### src/rtl/usb_tx_packet_sequencer.sv
// USB transmit packet sequencer: emits SYNC, PID, payload and CRC16 as a byte
// stream over a valid/ready handshake, then requests EOP from the serializer.
module usb_tx_packet_sequencer #(
  parameter int unsigned MAX_PAYLOAD = 64,
  parameter int unsigned SIZE_W      = $clog2(MAX_PAYLOAD + 1),
  parameter int unsigned SYNC_BYTES  = 1
) (
  input  logic              clk,
  input  logic              rst,
  input  logic              tx_start,
  input  logic [3:0]        tx_pid,
  input  logic              tx_has_data,
  input  logic [SIZE_W-1:0] tx_size,
  output logic              tx_busy,
  output logic              tx_done,
  output logic              tx_error,
  input  logic [7:0]        fifo_rdata,
  input  logic              fifo_empty,
  output logic              fifo_rd,
  output logic [7:0]        byte_out,
  output logic              byte_valid,
  input  logic              byte_ready,
  output logic              eop_start,
  input  logic              eop_done
);

  localparam int unsigned       SYNC_W   = $clog2(SYNC_BYTES) + 1;
  localparam logic [SIZE_W-1:0] MaxSize  = SIZE_W'(MAX_PAYLOAD);
  localparam logic [SYNC_W-1:0] SyncLast = SYNC_W'(SYNC_BYTES - 1);

  typedef enum logic [3:0] {
    StIdle,
    StSync,
    StPid,
    StData,
    StCrcLo,
    StCrcHi,
    StEopReq,
    StEopWait,
    StDone
  } state_e;

  state_e            state_q, state_d;
  logic [3:0]        pid_q, pid_d;
  logic              has_data_q, has_data_d;
  logic [SIZE_W-1:0] size_q, size_d;
  logic [SIZE_W-1:0] cnt_q, cnt_d;
  logic [SIZE_W-1:0] cnt_inc;
  logic [SYNC_W-1:0] sync_cnt_q, sync_cnt_d;
  logic [15:0]       crc_q, crc_d;
  logic              error_q, error_d;
  logic              xfer;

  // USB CRC16, reflected polynomial, one byte processed LSB first.
  function automatic logic [15:0] crc16_step(input logic [15:0] c, input logic [7:0] d);
    logic [15:0] r;
    r = c;
    for (int i = 0; i < 8; i++) begin
      if (r[0] ^ d[i]) r = (r >> 1) ^ 16'hA001;
      else             r = r >> 1;
    end
    return r;
  endfunction

  assign xfer    = byte_valid & byte_ready;
  assign cnt_inc = cnt_q + SIZE_W'(1);

  // State, packet descriptor, counters and CRC registers.
  always_ff @(posedge clk) begin
    if (rst) begin
      state_q    <= StIdle;
      pid_q      <= 4'h0;
      has_data_q <= 1'b0;
      size_q     <= '0;
      cnt_q      <= '0;
      sync_cnt_q <= '0;
      crc_q      <= 16'hFFFF;
      error_q    <= 1'b0;
    end else begin
      state_q    <= state_d;
      pid_q      <= pid_d;
      has_data_q <= has_data_d;
      size_q     <= size_d;
      cnt_q      <= cnt_d;
      sync_cnt_q <= sync_cnt_d;
      crc_q      <= crc_d;
      error_q    <= error_d;
    end
  end

  // Next-state and datapath update.
  always_comb begin
    state_d    = state_q;
    pid_d      = pid_q;
    has_data_d = has_data_q;
    size_d     = size_q;
    cnt_d      = cnt_q;
    sync_cnt_d = sync_cnt_q;
    crc_d      = crc_q;
    error_d    = 1'b0;
    unique case (state_q)
      StIdle: begin
        if (tx_start) begin
          pid_d      = tx_pid;
          has_data_d = tx_has_data;
          size_d     = (tx_size > MaxSize) ? MaxSize : tx_size;
          crc_d      = 16'hFFFF;
          cnt_d      = '0;
          sync_cnt_d = '0;
          state_d    = StSync;
        end
      end
      StSync: begin
        if (xfer) begin
          if (sync_cnt_q == SyncLast) state_d = StPid;
          else                        sync_cnt_d = sync_cnt_q + SYNC_W'(1);
        end
      end
      StPid: begin
        if (xfer) begin
          if (!has_data_q)          state_d = StEopReq;
          else if (size_q == '0)    state_d = StCrcLo;
          else                      state_d = StData;
        end
      end
      StData: begin
        if (xfer) begin
          crc_d = crc16_step(crc_q, fifo_rdata);
          cnt_d = cnt_inc;
          if (cnt_inc == size_q) state_d = StCrcLo;
        end else if (byte_ready && fifo_empty) begin
          // Serializer is starving: abandon the packet without a CRC.
          error_d = 1'b1;
          state_d = StEopReq;
        end
      end
      StCrcLo:   if (xfer) state_d = StCrcHi;
      StCrcHi:   if (xfer) state_d = StEopReq;
      StEopReq:  state_d = StEopWait;
      StEopWait: if (eop_done) state_d = StDone;
      StDone:    state_d = StIdle;
      default:   state_d = StIdle;
    endcase
  end

  // Outputs decoded from state, counters and FIFO inputs.
  always_comb begin
    byte_out   = 8'h00;
    byte_valid = 1'b0;
    fifo_rd    = 1'b0;
    eop_start  = 1'b0;
    tx_done    = 1'b0;
    tx_busy    = (state_q != StIdle);
    tx_error   = error_q;
    unique case (state_q)
      StSync: begin
        byte_valid = 1'b1;
        byte_out   = (sync_cnt_q == SyncLast) ? 8'h80 : 8'h00;
      end
      StPid: begin
        byte_valid = 1'b1;
        byte_out   = {~pid_q, pid_q};
      end
      StData: begin
        byte_valid = ~fifo_empty;
        byte_out   = fifo_rdata;
        fifo_rd    = ~fifo_empty & byte_ready;
      end
      StCrcLo: begin
        byte_valid = 1'b1;
        byte_out   = ~crc_q[7:0];
      end
      StCrcHi: begin
        byte_valid = 1'b1;
        byte_out   = ~crc_q[15:8];
      end
      StEopReq: eop_start = 1'b1;
      StDone:   tx_done = 1'b1;
      default: ;
    endcase
  end

endmodule
### config.mk
export PLATFORM = sky130hd
export DESIGN_NAME = usb_tx_packet_sequencer
export DESIGN_NICKNAME = d
export VERILOG_FILES = /design/src/rtl/usb_tx_packet_sequencer.sv
export SDC_FILE = /design/constraint.sdc
export NUM_CORES = 1
export LEC_CHECK = 0
export ABC_AREA = 1
export CAP_MARGIN = 20
export CORE_ASPECT_RATIO = 0.5
export CORE_MARGIN = 3
export CORE_UTILIZATION = 55
export DETAILED_ROUTE_END_ITERATION = 6
export PLACE_DENSITY_LB_ADDON = 0.25
export SETUP_SLACK_MARGIN = 0.1
export SLEW_MARGIN = 30
export SYNTH_ARGS = -nofsm -noshare
export SYNTH_HDL_FRONTEND = slang
export SYNTH_SLANG_ARGS = --single-unit
### constraint.sdc
create_clock -name clk -period 2.8 [get_ports clk]
set_input_delay 0.28 -clock clk [delete_from_list [all_inputs] [get_ports clk]]
set_output_delay 0.28 -clock clk [all_outputs]
set_load 0.02 [all_outputs]
==> results.env <==
OUTCOME='finished clean'
R2R_SLACK_PS=510
YOSYS.CELL_TYPES.COUNT=44
SYNTH-COMPOUND-AREA-SHARE_PCT=21.5
YOSYS.AREA_SHARE.ADDER_PCT=0.521
CLKTRANSATPATHREGS_PS=70
UNREPAIRED_SETUP_ENDPOINTS_AFTER_GLOBAL_ROUTING='no'
POST-PLACE-CELLS=420
CORE_AREA_MM2=0.00404
CTS-ROOT-BUF='clkbuf_8'
DRT_WL_TOTAL_MM=6.59
REG2REG_FROM='state_q[1]$_SDFFE_PP0P_'
SYNTH.AREA.TOP_CELLS='dfxtp_1 33%, nand2_1 9.5%, a21oi_1 5.4%, inv_1 5.0%, xor2_1 4.4%'
CRITICALPATHCATEGORY='reg2out'
TIMING.CRITICAL_PATH.TO='byte_out[7]'
DRC_ERRORS=0
PLACE_CONGESTION=1.01
WORST-ENDPOINT-REQUIRED_PS=2520
CLOCK_TREE_BUFFER_DEPTH=2
IR_DROP_uV=461
TIMING.HOLD.WORST.CLASS='reg2reg'
WIRE_LENGTH_OF_THE_FIRST_GLOBAL_ROUTING_PASS_MM=10.8
LEAKAGEPOWER_nW=1.21
WORSTMARGINPINSLEW_PS=815
REGTOREGENDPOINT='crc_q[6]$_SDFFE_PP1P_'
FLOORPLAN.INITIALDENSITY_PCT=59.4
NETLIST_AREA_MM2=0.00240
P_SWITCHING_mW=1.29
SYNTH_SIMPLE_GATE_AREA_SHARE_PCT=29.1
PWR-SHARE-COMB_PCT=56.5
SYN_AVG_CELL_AREA_UM2=7.21
POST_SYNTH_MUX_AREA_SHARE_PCT=0
YOSYS.AREA.TOP_TYPE='dfxtp_1'
MULTI_INPUT_AREA_MM2=0.00142
GRT_MAX_DEGREE=27
TRITONCTS.NUM_BUFFERS=5
INSTANCES_NO_FILL=431
NUM_ANTENNA_CELLS=0
POST_LAYOUT_MIN_PERIOD_PS=2510
NUM-FILL-CELLS=332
SW_FRAC_OF_TOTAL_PCT=47.5
CLOCK_INSERTION_DELAY_WORST_SKEW_PS=300
HOLD_VIOLATIONS=0
TRITONCTS='built'
CP-START-KIND='flip-flop'
FLOORPLAN.DIE.WIDTH_UM=99.5
DETAILROUTE.VIA_COUNT=2464
IO_BUFFER_COUNT=39
PWR_DENSITY_CELL_mW_PER_MM2=922
DIE-HEIGHT_UM=52.7
SYNTH_EDF_COUNT=0
DOMINANTREGCELLSYNTH='dfxtp_1'
AREA_GROWTH_SYN_TO_LAYOUT_PCT=22.4
SYNTH_TOP_FAMILY_BY_AREA='simple AND/OR/NAND/NOR gates'
DRIVE_ABOVE_1_SHARE_PCT=14.6
SETUP_VIOL=0
MAX_CAP_VIOLATIONS=0
TRACK_USAGE_PCT=26.2
SYNTHARSTFLOPSHARE_PCT=0
YS_SEQ_ELEMENTS=40
FINALMAXSLEWVIOLATIONS=0
NETLIST.AREA_LEADER.SHARE_PCT=33.3
WORSTSETUPSTARTPOINT='state_q[1]$_SDFFE_PP0P_'
DRT_ITER0_MARKERS=151
ANTENNA_FOUND_INITIAL=0
MAXCLOCKFREQUENCY_MHz=398
FF_LATCH_AREA_UM2=801
SEQ_AREA_FRAC_SYNTH_PCT=33.3
SYN_NETS=360
SLEW_HEADROOM_PCT=45.6
NUM-NETS-FINAL=404
FINAL_CORE_UTILIZATION_PCT=72.7
TIMING.SETUP.TNS_PS=0
ROUTE.ANTENNA.REMAINING_NETS=0
WL_PER_CELL_UM=15.3
DRT_PASS1_ITERATIONS=5
POWER.SHARE.SEQUENTIAL_PCT=30.1
SYNTH_XOR_AREA_SHARE_PCT=7.55
PERIOD_SHARE_PCT=89.7
HOLDCRITSTARTPOINT='has_data_q$_SDFFE_PP0P_'
VIAS_PER_CELL=5.72
CRIT_PATH_END_KIND='output port'
YOSYS_WARNINGS=0
PLACE_HPWL_MM=4.78
CTS-HTREE-LEVELS=2
DIE_AREA_MM2=0.00524
VIA_COUNT_OF_THE_FIRST_GLOBAL_ROUTING_PASS=2368
NUMCLOCKSINKS=40
WORST-ENDPOINT-ARRIVAL_PS=2230
SYNTHESIS.INSTANCES=333
POWER.SHARE.CLOCK_PCT=13.4
WORST-R2R-CELL-COUNT=11
INTPOWER_mW=1.42
NUM_ROWS=16
PATH_MAX_FANOUT=8
IO_PINS=40
GRT_OVERFLOW_TOTAL=0
SKEW_PS=11.4
[sequential cells by signal, indices dropped and copies added, names as in the netlist]
name        flops
cnt_q           7
crc_q          16
has_data_q      1
pid_q           4
size_q          7
state_q         4
tx_error        1
[cell usage after synthesis, types with 2 or more instances]
library cell,count
a211oi_1,2
a21oi_1,26
a21oi_2,2
a221o_1,4
a31oi_1,2
buf_2,2
clkbuf_1,5
dfxtp_1,40
inv_1,32
inv_2,6
nand2_1,61
nand2_2,13
nand3_1,19
nand3_2,7
nand4_1,2
nor2_1,26
nor2_2,4
nor2_4,2
o211ai_1,3
o21ai_0,19
o21ai_1,3
o22ai_1,15
xnor2_1,5
xor2_1,12
xor2_2,2
[layout by cell type, fill, tap and decap left out, types with 2 or more instances in the layout]
cell type	netlist	final
nor2_1	26	26
nand3_1	19	19
o211ai_1	3	3
xnor2_1	5	5
dfxtp_1	40	40
nand2_2	13	13
inv_1	32	32
o21ai_1	3	3
clkdlybuf4s50_1	0	39
xor2_2	2	2
o21ai_0	19	19
a21oi_2	2	2
o22ai_1	15	15
nand3_2	7	7
a21oi_1	26	26
buf_4	0	5
inv_2	6	6
a31oi_1	2	2
nand2_1	61	61
a211oi_1	2	2
nor2_4	2	2
nor2_2	4	5
xor2_1	12	12
a221o_1	4	4
nand4_1	2	2
clkbuf_8	0	5
[kinds of logic after synthesis]
family / Yosys count
fa+ha+maj: 1
simple gates: 141
flops: 40
xor+xnor: 19
buf+inv: 48
compound gates: 84
[stage by stage]
step	power, mW	hold slack, ps	instance area (µm²)	setup slack (ps)
after detailed placement	2.31	477	2840	370
after CTS	2.67	489	2920	173
after global routing	2.90	506	2940	192
after global placement	2.26	468	2840	443
after floorplan	1.88	353	2400	947
final	2.71	491	2940	288
[worst min path at each step]
stage,to,slack [ps],cells after the start
floorplan,cnt_q[3]$_SDFFE_PP0P_,350,1
global placement,has_data_q$_SDFFE_PP0P_,470,2
detailed placement,has_data_q$_SDFFE_PP0P_,480,2
CTS,has_data_q$_SDFFE_PP0P_,490,2
global route,has_data_q$_SDFFE_PP0P_,510,2
finish,has_data_q$_SDFFE_PP0P_,490,2
[worst max-delay path, cell delays in order (launching register included)]
cell and delay, ps:
dfxtp_1 460, nor2_1 100, inv_1 110, nor2_1 60
inv_1 230, o22ai_1 140, a2111o_1 300, clkdlybuf4s50_1 550
[power groups by stage]
stage	clock, mW	sequential (mW)	combinational (mW)
floorplan	0	0.795	1.09
global route	0.381	0.831	1.68
CTS	0.361	0.813	1.50
global placement	0	0.815	1.44
finish	0.363	0.817	1.53
detailed placement	0	0.826	1.49
[cell type report]
type / count / area share, %
repair buffers: 44 / 14.5
flip-flops and latches: 40 / 27.2
clock inverters: 1 / 0.170
well taps: 54 / 2.30
clock buffers: 6 / 2.47
inverters: 40 / 5.19
multi-input cells: 246 / 48.1
[layer usage]
metal	vias up	track usage [%]	part of all wire, %
met5	-	0	0
li1	1214	-	-
met3	17	6.11	8.9
met1	1129	33.9	44
met2	104	44.7	46
met4	0	6.35	1.4
[repair_timing]
item	4_1_cts	5_1_grt
setup buffers	0	3
hold buffers	0	0
pin swaps	1	1
gates cloned	1	0
resized for setup	0	0
endpoints found under the setup margin	1	1
No activity file was read; power rests on OpenSTA's default activity.
